==> src/rtl/vending_customer.sv <==
// -----------------------------------------------------------------------------
// vending_customer
//   Customer-side driver for the vending machine coin/button/beverage interface.
//   Takes one purchase request, feeds coins into the machine (greedy exact
//   payment or repeated fixed denomination), presses the selection button,
//   waits for the beverage, keeps the interface quiet for a short window while
//   collecting change, then reports beverage, amount paid, change and an error.
//
// Parameters
//   N         post-delivery quiet window in cycles
//   COIN_GAP  idle cycles after every inserted coin (>= 1)
//   TIMEOUT   cycles waited for a delivery after the button press (>= 1)
//
// Ports
//   i_clk            clock, rising edge
//   i_rst            asynchronous active-low reset
//   i_req_valid      purchase request valid
//   o_req_ready      high only while idle
//   i_req_sel  [1:0] 1 = beverage 1 (30), 2 = beverage 2 (50)
//   i_req_coin [7:0] 0 = greedy exact payment, else denomination for every coin
//   o_coin_in  [7:0] coin to machine, 0 = none
//   o_button_in[1:0] selection button, 0 = none
//   i_beverage_out   delivered beverage, nonzero = delivery
//   i_change_out     change from machine, nonzero = change presented
//   o_rsp_valid      one-cycle response pulse
//   o_rsp_bev        captured beverage code
//   o_rsp_paid       total coin value inserted
//   o_rsp_change     change accumulated (saturating)
//   o_rsp_err  [2:0] 0 ok, 1 bad request, 2 timeout, 3 wrong beverage,
//                    4 change mismatch
// -----------------------------------------------------------------------------
module vending_customer #(
    parameter int N        = 3,
    parameter int COIN_GAP = 1,
    parameter int TIMEOUT  = 16
) (
    input  logic       i_clk,
    input  logic       i_rst,
    input  logic       i_req_valid,
    output logic       o_req_ready,
    input  logic [1:0] i_req_sel,
    input  logic [7:0] i_req_coin,
    output logic [7:0] o_coin_in,
    output logic [1:0] o_button_in,
    input  logic [1:0] i_beverage_out,
    input  logic [7:0] i_change_out,
    output logic       o_rsp_valid,
    output logic [1:0] o_rsp_bev,
    output logic [7:0] o_rsp_paid,
    output logic [7:0] o_rsp_change,
    output logic [2:0] o_rsp_err
);

    typedef enum logic [2:0] {
        S_IDLE,
        S_INSERT,
        S_GAP,
        S_PRESS,
        S_WAIT_BEV,
        S_QUIET,
        S_RESP
    } state_t;

    // One shared down-the-line counter serves GAP, WAIT_BEV and QUIET.
    localparam int MAX_GT = (TIMEOUT > COIN_GAP) ? TIMEOUT : COIN_GAP;
    localparam int MAXC   = (MAX_GT > N) ? MAX_GT : N;
    localparam int CW     = (MAXC > 1) ? $clog2(MAXC) : 1;

    localparam logic [CW-1:0] GAP_LAST   = CW'(COIN_GAP - 1);
    localparam logic [CW-1:0] TMO_LAST   = CW'(TIMEOUT - 1);
    localparam logic [CW-1:0] QUIET_LAST = CW'((N > 0) ? N - 1 : 0);

    localparam logic [2:0] ERR_OK     = 3'd0;
    localparam logic [2:0] ERR_REQ    = 3'd1;
    localparam logic [2:0] ERR_TMO    = 3'd2;
    localparam logic [2:0] ERR_BEV    = 3'd3;
    localparam logic [2:0] ERR_CHANGE = 3'd4;

    // Largest legal coin not exceeding the remaining amount.
    function automatic logic [7:0] f_greedy(input logic [7:0] rem);
        if (rem >= 8'd200)     return 8'd200;
        else if (rem >= 8'd100) return 8'd100;
        else if (rem >= 8'd50)  return 8'd50;
        else if (rem >= 8'd20)  return 8'd20;
        else if (rem >= 8'd10)  return 8'd10;
        else                    return 8'd0;
    endfunction

    function automatic logic f_coin_ok(input logic [7:0] c);
        return (c == 8'd0)  || (c == 8'd10)  || (c == 8'd20) ||
               (c == 8'd50) || (c == 8'd100) || (c == 8'd200);
    endfunction

    // ---------------------------------------------------------------- state
    state_t        r_state;
    logic [1:0]    r_sel;
    logic [7:0]    r_coin_req;
    logic [7:0]    r_price;
    logic [7:0]    r_paid;
    logic [7:0]    r_change;
    logic [1:0]    r_bev;
    logic [CW-1:0] r_cnt;

    // registered outputs
    logic          r_req_ready;
    logic [7:0]    r_coin_in;
    logic [1:0]    r_button_in;
    logic          r_rsp_valid;
    logic [1:0]    r_rsp_bev;
    logic [7:0]    r_rsp_paid;
    logic [7:0]    r_rsp_change;
    logic [2:0]    r_rsp_err;

    // ---------------------------------------------------------------- next
    state_t        w_state;
    logic [1:0]    w_sel;
    logic [7:0]    w_coin_req;
    logic [7:0]    w_price;
    logic [7:0]    w_paid;
    logic [7:0]    w_change;
    logic [1:0]    w_bev;
    logic [CW-1:0] w_cnt;
    logic          w_bad_req;
    logic          w_timeout;
    logic [7:0]    w_ins_coin;

    logic          w_req_ready;
    logic [7:0]    w_coin_in;
    logic [1:0]    w_button_in;
    logic          w_rsp_valid;
    logic [1:0]    w_rsp_bev;
    logic [7:0]    w_rsp_paid;
    logic [7:0]    w_rsp_change;
    logic [2:0]    w_rsp_err;

    // Saturating change accumulation; adding zero is a no-op, so this can be
    // applied unconditionally in QUIET.
    logic [8:0] w_chg_sum;
    logic [7:0] w_chg_sat;
    assign w_chg_sum = {1'b0, r_change} + {1'b0, i_change_out};
    assign w_chg_sat = w_chg_sum[8] ? 8'hFF : w_chg_sum[7:0];

    always_comb begin
        w_state    = r_state;
        w_sel      = r_sel;
        w_coin_req = r_coin_req;
        w_price    = r_price;
        w_paid     = r_paid;
        w_change   = r_change;
        w_bev      = r_bev;
        w_cnt      = r_cnt;
        w_bad_req  = 1'b0;
        w_timeout  = 1'b0;
        w_ins_coin = 8'd0;

        case (r_state)
            S_IDLE: begin
                if (i_req_valid) begin
                    w_sel      = i_req_sel;
                    w_coin_req = i_req_coin;
                    w_price    = (i_req_sel == 2'd2) ? 8'd50 : 8'd30;
                    w_paid     = 8'd0;
                    w_change   = 8'd0;
                    w_bev      = 2'd0;
                    if (!((i_req_sel == 2'd1) || (i_req_sel == 2'd2)) ||
                        !f_coin_ok(i_req_coin)) begin
                        w_bad_req = 1'b1;
                        w_state   = S_RESP;
                    end else begin
                        w_state = S_INSERT;
                    end
                end
            end
            S_INSERT: begin
                w_state = S_GAP;
                w_cnt   = '0;
            end
            S_GAP: begin
                if (r_cnt == GAP_LAST) begin
                    w_state = (r_paid < r_price) ? S_INSERT : S_PRESS;
                end else begin
                    w_cnt = r_cnt + CW'(1);
                end
            end
            S_PRESS: begin
                w_state = S_WAIT_BEV;
                w_cnt   = '0;
            end
            S_WAIT_BEV: begin
                if (i_beverage_out != 2'd0) begin
                    w_bev    = i_beverage_out;
                    w_change = w_chg_sat;
                    w_cnt    = '0;
                    w_state  = (N > 0) ? S_QUIET : S_RESP;
                end else if (r_cnt == TMO_LAST) begin
                    w_timeout = 1'b1;
                    w_state   = S_RESP;
                end else begin
                    w_cnt = r_cnt + CW'(1);
                end
            end
            S_QUIET: begin
                w_change = w_chg_sat;
                if (r_cnt == QUIET_LAST) begin
                    w_state = S_RESP;
                end else begin
                    w_cnt = r_cnt + CW'(1);
                end
            end
            S_RESP: begin
                w_state = S_IDLE;
            end
            default: begin
                w_state = S_IDLE;
            end
        endcase

        // Coin choice uses the next-cycle view of price/paid/mode so the first
        // coin can be issued straight out of IDLE.
        if (w_state == S_INSERT) begin
            w_ins_coin = (w_coin_req == 8'd0) ? f_greedy(w_price - w_paid)
                                              : w_coin_req;
            w_paid     = w_paid + w_ins_coin;
        end

        // Outputs are a function of the state being entered, then registered.
        w_req_ready  = (w_state == S_IDLE);
        w_coin_in    = (w_state == S_INSERT) ? w_ins_coin : 8'd0;
        w_button_in  = (w_state == S_PRESS) ? w_sel : 2'd0;
        w_rsp_valid  = (w_state == S_RESP);
        w_rsp_bev    = r_rsp_bev;
        w_rsp_paid   = r_rsp_paid;
        w_rsp_change = r_rsp_change;
        w_rsp_err    = r_rsp_err;

        if (w_state == S_RESP) begin
            w_rsp_bev    = w_bev;
            w_rsp_paid   = w_paid;
            w_rsp_change = w_change;
            if (w_bad_req)                         w_rsp_err = ERR_REQ;
            else if (w_timeout)                    w_rsp_err = ERR_TMO;
            else if (w_bev != w_sel)               w_rsp_err = ERR_BEV;
            else if (w_change != (w_paid - w_price)) w_rsp_err = ERR_CHANGE;
            else                                   w_rsp_err = ERR_OK;
        end
    end

    always_ff @(posedge i_clk or negedge i_rst) begin
        if (!i_rst) begin
            r_state      <= S_IDLE;
            r_sel        <= 2'd0;
            r_coin_req   <= 8'd0;
            r_price      <= 8'd0;
            r_paid       <= 8'd0;
            r_change     <= 8'd0;
            r_bev        <= 2'd0;
            r_cnt        <= '0;
            r_req_ready  <= 1'b1;
            r_coin_in    <= 8'd0;
            r_button_in  <= 2'd0;
            r_rsp_valid  <= 1'b0;
            r_rsp_bev    <= 2'd0;
            r_rsp_paid   <= 8'd0;
            r_rsp_change <= 8'd0;
            r_rsp_err    <= 3'd0;
        end else begin
            r_state      <= w_state;
            r_sel        <= w_sel;
            r_coin_req   <= w_coin_req;
            r_price      <= w_price;
            r_paid       <= w_paid;
            r_change     <= w_change;
            r_bev        <= w_bev;
            r_cnt        <= w_cnt;
            r_req_ready  <= w_req_ready;
            r_coin_in    <= w_coin_in;
            r_button_in  <= w_button_in;
            r_rsp_valid  <= w_rsp_valid;
            r_rsp_bev    <= w_rsp_bev;
            r_rsp_paid   <= w_rsp_paid;
            r_rsp_change <= w_rsp_change;
            r_rsp_err    <= w_rsp_err;
        end
    end

    assign o_req_ready  = r_req_ready;
    assign o_coin_in    = r_coin_in;
    assign o_button_in  = r_button_in;
    assign o_rsp_valid  = r_rsp_valid;
    assign o_rsp_bev    = r_rsp_bev;
    assign o_rsp_paid   = r_rsp_paid;
    assign o_rsp_change = r_rsp_change;
    assign o_rsp_err    = r_rsp_err;

endmodule
==> config.mk <==
export PLATFORM = sky130hd
export DESIGN_NAME = vending_customer
export DESIGN_NICKNAME = d
export VERILOG_FILES = /design/src/rtl/vending_customer.sv
export SDC_FILE = /design/constraint.sdc
export NUM_CORES = 1
export LEC_CHECK = 0
export ABC_AREA = 1
export BUFFER_PORTS_ARGS = -buffer_cell sky130_fd_sc_hd__buf_2
export CAP_MARGIN = 5
export CELL_PAD_IN_SITES_DETAIL_PLACEMENT = 1
export CELL_PAD_IN_SITES_GLOBAL_PLACEMENT = 2
export CORE_ASPECT_RATIO = 1.1
export CORE_MARGIN = 2
export CORE_UTILIZATION = 37
export DETAILED_ROUTE_END_ITERATION = 10
export GPL_TIMING_DRIVEN = 0
export PLACE_DENSITY_LB_ADDON = 0.1
export SETUP_SLACK_MARGIN = 0.05
export SLEW_MARGIN = 10
export SYNTH_ARGS = -nofsm -noshare
export SYNTH_HDL_FRONTEND = slang
export SYNTH_SLANG_ARGS = --single-unit
export TNS_END_PERCENT = 30
==> constraint.sdc <==
create_clock -name i_clk -period 16.6 [get_ports i_clk]
set_clock_uncertainty 0.15 [all_clocks]
set_input_delay 1.66 -clock i_clk [delete_from_list [all_inputs] [get_ports i_clk]]
set_output_delay 1.66 -clock i_clk [all_outputs]
set_load 0.05 [all_outputs]
==> impl_results.md <==
- Status: completed
- Drt drc: 0
- IO Pins: 56
- Worst EP required: 16680 ps
- CP endpoint kind: register
- Total Routed Length: 14.5 mm
- Max rail drop VDD: 0.0000812 V
- Initial antenna violation count: 0
- Worst stage delay on the critical path: 520 ps
- Routed vias/inst: 4.85
- LEAKAGE: 3.25 nW
- Total power: 0.00137 W
- RSZ-0062 raised after global routing: false
- First-pass GRT wire length: 24.1 mm
- Share of cells above drive strength 1: 16.3%
- Mapped Area: 5110 µm²
- Final TNS setup: 0 ps
- Seq/Total Area, Yosys: 37.3%
- Synth Flop Type: dfrtp_1
- Area growth from synthesis to layout: 15.9%
- Total gr overflow: 0
- Drt wl/cell: 15.5 µm
- Area of the die: 14800 µm²
- Distinct cells, synth: 44
- Final Cycle Share: 49.5%
- Worst Path Max Fanout: 10
- Number of synthesized flops with an enable pin: 0
- Dpl hpwl: 11.8 mm
- CP Launch Type: primary input
- CTS Hold Buffers Added: 0
- Hold Path Class: reg2reg
- Max Clock Freq: 0.122 GHz
- Initial DRC Count: 214
- 1st-pass router iterations: 4
- Initial Util: 37.5%
- Slew Limit Headroom: 47.4%
- TritonCTS clock tree: yes
- Die Height: 127 µm
- Die Width: 116 µm
- Final std cells w/o fill: 937
- Fin. max-slew vios: 0
- Synthesized area per cell: 7.54 µm²
- CTS clk-pin slew, worst paths: 60 ps
- Placed cell count: 921
- Final Util: 43.4%
- CTS HTree Levels: 3
- Clock Sinks: 76
- Final setup violation count: 0
- Tmin final: 8210 ps
- Worst-Margin Slew: 781 ps
- Insertion delay to the later sink of the worst-skew pair: 340 ps
- Row cnt: 45
- Resized Gates After CTS: 0
- Setup bufs post-CTS: 0
- Maximum clock insertion buffer count: 2
- Tot GR Track Use: 21.3%
- Vias in the first global route: 4877
- CP top delay family: simple AND/OR/NAND/NOR gates
- Final count of hold timing violations: 0
- I/O Buffers: 55
- CP Class: in2reg
- RePlAce Congestion: 0.830
- Syn nets: 739
- WP buf/inv: 9
- Mapped Cells: 677
- Largest net degree at the start of global routing: 40
- Ys Warns: 0
- Num CTS Buffers: 9
- Slowest cell on the critical path: a31oi_1
- Post-DRT Antenna Nets: 0
- CTS Root Cell: clkbuf_16
- FF+latch count, synth: 76
- Vias: 4544
- Fin nets: 806
- Post-synth ARST share: 100%
- Core area: 13600 µm²
- Most used cell, CP: nand2_1
- ANT cells: 0
- Pwr Density: 232 nW/µm²
- Maxcap violations: 0
- Worst Path Arrival: 8300 ps
## through the flow
| stage | hold WS, ps | setup slack (ps) | area (µm²) |
|---|---|---|---|
| final | 325 | 8390 | 5920 |
| after global routing | 354 | 7800 | 5920 |
| after CTS | 330 | 8370 | 5920 |
| after detailed placement | 312 | 8040 | 5640 |
| after global placement | 310 | 8200 | 5620 |
| after floorplan | 327 | 9970 | 5110 |
## final timing paths
| path | slack [ps] | start | to | cells after the start |
|---|---|---|---|---|
| hold / removal | 320 | o_rsp_change[3]$_DFFE_PN0P_ | o_rsp_change[3]$_DFFE_PN0P_ | 2 |
| max in group asynchronous | 14480 | i_rst | o_req_ready$_DFF_PN1_ | 2 |
| setup reg to reg | 9350 | r_state[2]$_DFF_PN0_ | o_rsp_err[2]$_DFFE_PN0P_ | 39 |
| hold reg to reg | 320 | o_rsp_change[3]$_DFFE_PN0P_ | o_rsp_change[3]$_DFFE_PN0P_ | 2 |
| setup / recovery | 8390 | i_req_valid | o_rsp_err[2]$_DFFE_PN0P_ | 42 |
| min in group asynchronous | 1160 | i_rst | r_change[3]$_DFF_PN0_ | 1 |
## kinds of logic (layout without fill, tap and decap cells)
logic type,after synthesis,count (layout),synth area share (%)
AO/OA/AOI/OAI,98,98,11.1
XOR/XNOR,23,23,3.95
adder cells (fa/ha/maj),39,39,9.85
buffers and inverters,136,208,10.5
flip-flops,76,76,37.3
multiplexers,1,1,0.196
AND/OR/NAND/NOR,304,304,27.1
## state kept, by name (all words and copies together) (netlist names)
| name | cells |
|---|---|
| o_coin_in | 8 |
| o_rsp_change | 8 |
| o_rsp_paid | 8 |
| r_change | 8 |
| r_coin_req | 8 |
| r_paid | 8 |
| r_price | 8 |
| r_cnt | 4 |
| o_rsp_err | 3 |
| r_state | 3 |
| o_button_in | 2 |
| o_rsp_bev | 2 |
| r_bev | 2 |
| r_sel | 2 |
| o_req_ready | 1 |
| o_rsp_valid | 1 |
## Yosys cell counts, types with 2 or more instances
library cell    n  share of area [%]
a21oi_1        29                2.8
a21oi_2         4               0.69
a31oi_1         7               0.86
and2_1          2               0.24
buf_6           3               0.66
clkbuf_1        6               0.44
dfrtp_1        75                 37
fa_1            2               0.78
ha_1           37                9.1
inv_1         121                8.9
inv_2           5               0.37
nand2_1       156                 11
nand2_2        13                1.6
nand3_1        40                3.9
nand3b_1        3               0.44
nand4_1         9                1.1
nor2_1         47                3.5
nor2_2          3               0.37
nor2_4          2               0.44
nor3_1          8               0.78
nor4_1          3               0.37
o211ai_1        4               0.59
o21a_1          2               0.29
o21ai_0        34                3.3
o21ai_1         6               0.59
o21ai_2         3               0.51
o21bai_1        2               0.29
o31ai_1         2               0.29
or2_1           4               0.49
or2_2          10                1.2
xnor2_1         8                1.4
xor2_1         15                2.6
## power by group
| group | switching (W) | internal [W] | leakage (nW) |
|---|---|---|---|
| logic | 0.000614 | 0.000282 | 2.17 |
| clock network | 0.0000841 | 0.000102 | 0.128 |
| registers | 0.0000342 | 0.000257 | 0.954 |
## worst min-delay path: cells and delay by family (launching register included)
kind	cells	cell delay, ps
DFF	1	340
and+or+nand+nor	2	100
## layout by cell type (no fill, tap or decap), drive strengths merged
cell	instances
and2	2
nor2	53
a31oi	7
o21ai	43
xor2	15
inv	126
o2111ai	1
nand2	170
o31ai	2
o211ai	5
o21bai	2
fa	2
clkinv	4
a21oi	33
mux2i	1
nand3	41
nor3	8
clkinvlp	3
clkbuf	15
buf	60
dfstp	1
or2	14
a211oi	1
nor4	4
o21a	2
ha	37
nand4	9
o311ai	1
o22ai	1
nand3b	3
xnor2	8
dfrtp	75
## final cells by class
| type | count | area, µm² |
|---|---|---|
| inverter | 126 | 473 |
| timing repair buffer | 56 | 298 |
| clock inverter | 7 | 53.8 |
| sequential | 76 | 1900 |
| multi-input combinational | 465 | 2670 |
| clock buffer | 9 | 225 |
| fill | 1758 | 7710 |
| buffer | 10 | 61.3 |
| tap | 188 | 235 |
## metal layers
metal | global-route usage (%) | share of wire, %
met5 | 0 | 0
met1 | 24.9 | 44
met4 | 8.54 | 2.9
met3 | 3.75 | 2.8
met2 | 38.2 | 51
(Power assumes the default switching activity.)
